**src/rtl/alu_types_pkg.sv**
```systemverilog
// Shared types for the pipelined ALU: opcode encoding and default geometry.
package alu_types;

   typedef enum logic [2:0] {
      ADD = 3'd0,
      SUB = 3'd1,
      AND = 3'd2,
      OR  = 3'd3,
      XOR = 3'd4,
      SHL = 3'd5,
      SHR = 3'd6,
      MUL = 3'd7
   } operation_t;

   localparam int DEF_WIDTH  = 6;
   localparam int DEF_STAGES = 2;
   localparam int DEF_CNT_W  = 16;

endpackage

```
**src/rtl/alu_core.sv**
```systemverilog
// Combinational ALU datapath feeding pipeline stage 0; zero latency, no flow control.
// ALU_MUL_EN selects a real multiplier; otherwise MUL returns 0 with the error flag set.
module alu_core
   import alu_types::*;
#(
   parameter int WIDTH = DEF_WIDTH
) (
   input  operation_t       op,
   input  logic [WIDTH-1:0] a,
   input  logic [WIDTH-1:0] b,
   output logic [WIDTH:0]   res,
   output logic             err
);

   logic [WIDTH:0] ax;
   logic [WIDTH:0] bx;

   assign ax = {1'b0, a};
   assign bx = {1'b0, b};

`ifdef ALU_MUL_EN
   logic [2*WIDTH-1:0] prod;
   assign prod = {{WIDTH{1'b0}}, a} * {{WIDTH{1'b0}}, b};
`endif

   always_comb begin
      res = '0;
      err = 1'b0;
      case (op)
         ADD: res = ax + bx;
         SUB: res = ax - bx;   // MSB doubles as borrow
         AND: res = ax & bx;
         OR:  res = ax | bx;
         XOR: res = ax ^ bx;
         SHL: res = ax << b;
         SHR: res = ax >> b;
         MUL: begin
`ifdef ALU_MUL_EN
            res = prod[WIDTH:0];
            err = |prod[2*WIDTH-1:WIDTH+1];
`else
            res = '0;
            err = 1'b1;
`endif
         end
         default: begin
            res = '0;
            err = 1'b0;
         end
      endcase
   end

endmodule

```
**src/rtl/alu_pipe.sv**
```systemverilog
// Pipelined ALU, fixed latency STAGES cycles; whole pipe stalls while out_valid && !out_ready.
// Optional multiplier enabled by ALU_MUL_EN (see alu_core).
module alu_pipe
   import alu_types::*;
#(
   parameter int WIDTH  = DEF_WIDTH,
   parameter int STAGES = DEF_STAGES,
   parameter int CNT_W  = DEF_CNT_W
) (
   input  logic             clk,
   input  logic             rst,
   input  operation_t       op_in,
   input  logic [WIDTH-1:0] a_in,
   input  logic [WIDTH-1:0] b_in,
   input  logic             in_valid,
   output logic             in_ready,
   output logic [WIDTH:0]   out,
   output logic             out_err,
   output logic             out_valid,
   input  logic             out_ready,
   output logic [CNT_W-1:0] ops_cnt
);

   typedef struct packed {
      logic           valid;
      logic [WIDTH:0] out;
      logic           err;
   } alu_stage_t;

   alu_stage_t     stg [STAGES];
   logic [WIDTH:0] core_res;
   logic           core_err;
   logic           en;

   alu_core #(.WIDTH(WIDTH)) u_core (
      .op  (op_in),
      .a   (a_in),
      .b   (b_in),
      .res (core_res),
      .err (core_err)
   );

   assign en        = !out_valid || out_ready;
   assign in_ready  = en;
   assign out       = stg[STAGES-1].out;
   assign out_err   = stg[STAGES-1].err;
   assign out_valid = stg[STAGES-1].valid;

   // Payload only moves with a valid token, so bubbles leave the last result in place.
   always_ff @(posedge clk) begin
      if (rst) begin
         for (int i = 0; i < STAGES; i++) begin
            stg[i] <= '0;
         end
         ops_cnt <= '0;
      end else begin
         if (out_valid && out_ready) begin
            ops_cnt <= ops_cnt + CNT_W'(1);
         end
         if (en) begin
            stg[0].valid <= in_valid;
            if (in_valid) begin
               stg[0].out <= core_res;
               stg[0].err <= core_err;
            end
            for (int i = 1; i < STAGES; i++) begin
               stg[i].valid <= stg[i-1].valid;
               if (stg[i-1].valid) begin
                  stg[i].out <= stg[i-1].out;
                  stg[i].err <= stg[i-1].err;
               end
            end
         end
      end
   end

endmodule

```
**config.mk**
```make
export PLATFORM = sky130hd
export DESIGN_NAME = alu_pipe
export DESIGN_NICKNAME = d
export VERILOG_FILES = /design/src/rtl/alu_types_pkg.sv /design/src/rtl/alu_core.sv /design/src/rtl/alu_pipe.sv
export SDC_FILE = /design/constraint.sdc
export NUM_CORES = 1
export LEC_CHECK = 0
export CORE_MARGIN = 5
export CORE_UTILIZATION = 53
export DETAILED_ROUTE_END_ITERATION = 8
export PLACE_DENSITY_LB_ADDON = 0.1
export SLEW_MARGIN = 10
export SYNTH_ARGS = -nofsm -noshare
export SYNTH_HDL_FRONTEND = slang
export SYNTH_SLANG_ARGS = --single-unit
```
**constraint.sdc**
```tcl
create_clock -name clk -period 3.4 [get_ports clk]
set_clock_uncertainty 0.2 [all_clocks]
set_input_delay 0.85 -clock clk [delete_from_list [all_inputs] [get_ports clk]]
set_output_delay 0.85 -clock clk [all_outputs]
set_load 0.02 [all_outputs]
```
==> summary.txt <==
GRT
  • Vias in the first global route: 2,142
  • M2 GR Usage: 32.4%
  • Initial antenna violation count: 0
  • Congestion Overflow GR: 0
  • Met3 usage in global routing: 3.85%
  • Pin count of the biggest net entering global routing: 21
  • Busiest layer in global routing: met2
  • GRT Total Usage: 20.7%
  • First-pass GRT wire length: 10.3 mm
  • M1 GR Usage: 29.6%

Yosys
  • Cells after Synth: 282
  • Primary FF master, synth: edfxtp_1
  • Yosys warning count: 0
  • Distinct cell type count after synthesis: 58
  • Register area share after synthesis: 33.9%
  • Top-count cell post-synth: nor2_1
  • Synthesized area: 2540 sq um
  • Async S/R FF share, synth: 0%
  • Top-area cell type share of the netlist area: 21.3%
  • Commonest cells in the netlist: nor2_1 (27), nand2_1 (26), ha_1 (20)
  • Flops & latches, synth: 34
  • Post-synth EDFFs: 18
  • Post-Syn Area per Cell: 9.00 sq um
  • Synth area leader: edfxtp_1
  • Top post-synthesis cells by area: edfxtp_1 (21%), dfxtp_1 (13%), ha_1 (9.9%), xor2_1 (4.1%), nor2_1 (4.0%)
  • Syn_nets: 322

CTS
  • CTS H-tree lvls: 2
  • Clock buffer depth: 2
  • Postcts setup bufs: 0
  • TritonCTS Sinks: 34
  • Skew-Pair Late Insertion Delay: 0.28 ns
  • CTS tree: built
  • Hold buffers post-CTS: 0
  • Clock slew at reported path FFs: 0.07 ns
  • CTS buffer count: 5
  • Root Driver: clkbuf_8
  • # resized after CTS: 0

Routing
  • Drt drc: 0
  • Routed vias: 2,290
  • DRT Pass-1 Iters: 4
  • DRT antenna net count: 0
  • Via density: 5.73
  • DRT iter0 DRCs: 205
  • DRT Wirelength: 6.19 mm
  • Wire per inst: 15.5 um

Pwr
  • Internal power: 0.767 mW
  • P_sw: 0.298 mW
  • Comb pwr share: 25.9%
  • Peak VDD IR: 201 uV
  • PD cells: 327 nW/um^2
  • Clock power frac: 30.9%
  • Switching part of the total: 28.0%
  • Sequential share of power: 43.2%
  • Leak pwr: 1.36 nW

Job
  • Number of max-cap violations: 0

Setup path
  • Slowest cell on crit path: clkdlybuf4s50_1
  • Required time of the critical path: 3.24 ns
  • CP top delay family: simple AND/OR/NAND/NOR gates
  • CP most frequent cell: ha_1
  • WP data arrival: 3.09 ns
  • WP buf/inv: 2
  • CP max FO: 2
  • Type of the worst setup path: in2reg
  • Critical path capture point type: register
  • Slowest stage delay, CP: 0.47 ns
  • Crit start category: input port
  • CP cell instances: clkdlybuf4s50_1, inv_1, ha_1, mux2i_1, ha_1, nor2b_1, o21ai_0, or3b_2, nand2_1, a21oi_1

Placed design
  • Placed cell area: 3150 sq um
  • Hpwl dp: 4.90 mm
  • Placed cells: 392
  • RD Place Congestion: 0.954
  • # port buffers: 44

Die
  • Die width: 79.2 um
  • Top Ports: 45
  • Die Y: 79.2 um
  • Core ar.: 4690 sq um
  • FP Rows: 25
  • Die ar.: 6270 sq um
  • Starting Density: 54.1%

Cells and area
  • Layout fillers: 392
  • # diodes: 0
  • Syn-to-layout area delta: 28.2%
  • Layout cells sized above 1: 12.7%
  • Fin cells: 400
  • Nets: 385
  • Cell area after layout: 3260 sq um

STA
  • Final Cycle Share: 95.4%
  • Final setup viols: 0
  • Slew @ Worst Pin: 0.463 ns
  • Rel. slew slack: 68.8%
  • Slew Viols, Final: 0
  • Hold Slack: 0.295 ns
  • FMAX: 308 MHz
  • Fin crit period: 3.24 ns
  • Hold Vio Cnt, Final: 0
  • RSZ-0062 raised after global routing: false

Hold path
  • HP Class: reg2reg

Status
  • Status: finished clean
-- per-stage QoR --
step | total power [mW] | utilization [%] | setup TNS (ns) | worst slack, ns
detailed placement | 0.741 | 67.2 | -0.282 | -0.155
CTS | 1.07 | 69.4 | 0 | 0.144
global route | 1.12 | 69.4 | 0 | 0.0304
finish | 1.06 | 69.4 | 0 | 0.155
floorplan | 0.632 | - | 0 | 0.197
global placement | 0.738 | 67.2 | -0.135 | -0.109
-- final timing paths --
| path | start | end | slack, ns | cells after the start |
|---|---|---|---|---|
| setup reg to reg | stg[1][8] | stg[0][0] | 1.41 | 4 |
| hold / removal | ops_cnt[1] | ops_cnt[1] | 0.30 | 2 |
| hold reg to reg | ops_cnt[1] | ops_cnt[1] | 0.30 | 2 |
| setup / recovery | b_in[0] | stg[0][4] | 0.16 | 10 |
-- worst min-delay path, cell delays in order (launching register included) --
cell and delay [ns]:
dfxtp_1 0.34, nand2_1 0.06, a21oi_1 0.05
-- sequential cells by signal (all words and copies together), names as in the netlist --
name,flops
stg,18
ops_cnt,16
-- per-layer routing --
| layer | wire [um] | share of wire [%] |
|---|---|---|
| met4 | 64 | 1.0 |
| met1 | 2880 | 47 |
| met2 | 2840 | 46 |
| met3 | 399 | 6.4 |
| met5 | 0 | 0 |
-- power by group through the flow --
stage                     Combinational, mW  Sequential [mW]  Clock (mW)
final                                 0.276            0.460       0.329
after global routing                  0.300            0.462       0.357
after CTS                             0.274            0.460       0.338
after detailed placement              0.273            0.469           0
after global placement                0.269            0.468           0
after floorplan                       0.155            0.477           0
-- placed cells by master (no fill, tap or decap), types with 6 or more instances in the layout --
| cell | count |
|---|---|
| mux2i_1 | 6 |
| buf_4 | 23 |
| dfxtp_1 | 16 |
| inv_1 | 17 |
| edfxtp_1 | 18 |
| clkdlybuf4s50_1 | 44 |
| nor2_1 | 27 |
| nand3_1 | 7 |
| nand2_1 | 26 |
| and3_1 | 9 |
| xnor2_1 | 11 |
| ha_1 | 20 |
| o21ai_0 | 11 |
| xor2_1 | 12 |
| a21oi_1 | 19 |
-- area by class of cell --
| type | instances | area, sq um | area share (%) |
|---|---|---|---|
| Inverter | 18 | 67.6 | 2.08 |
| Tap cell | 54 | 67.6 | 2.08 |
| Clock inverter | 1 | 3.75 | 0.115 |
| Multi-Input combinational cell | 219 | 1550 | 47.5 |
| Clock buffer | 7 | 97.6 | 3.00 |
| Sequential cell | 34 | 861 | 26.4 |
| Timing Repair Buffer | 67 | 613 | 18.8 |
-- logic make-up (layout without fill, tap and decap cells) --
family | after synthesis | count (layout) | synth area share [%]
AND/OR/NAND/NOR | 102 | 102 | 22.1
buffers and inverters | 29 | 93 | 5.22
flip-flops | 34 | 34 | 33.9
multiplexers | 7 | 7 | 2.81
adder cells (fa/ha/maj) | 21 | 21 | 10.6
AO/OA/AOI/OAI | 66 | 66 | 17.4
XOR/XNOR | 23 | 23 | 7.93
No activity file was read; power rests on OpenSTA's default activity.
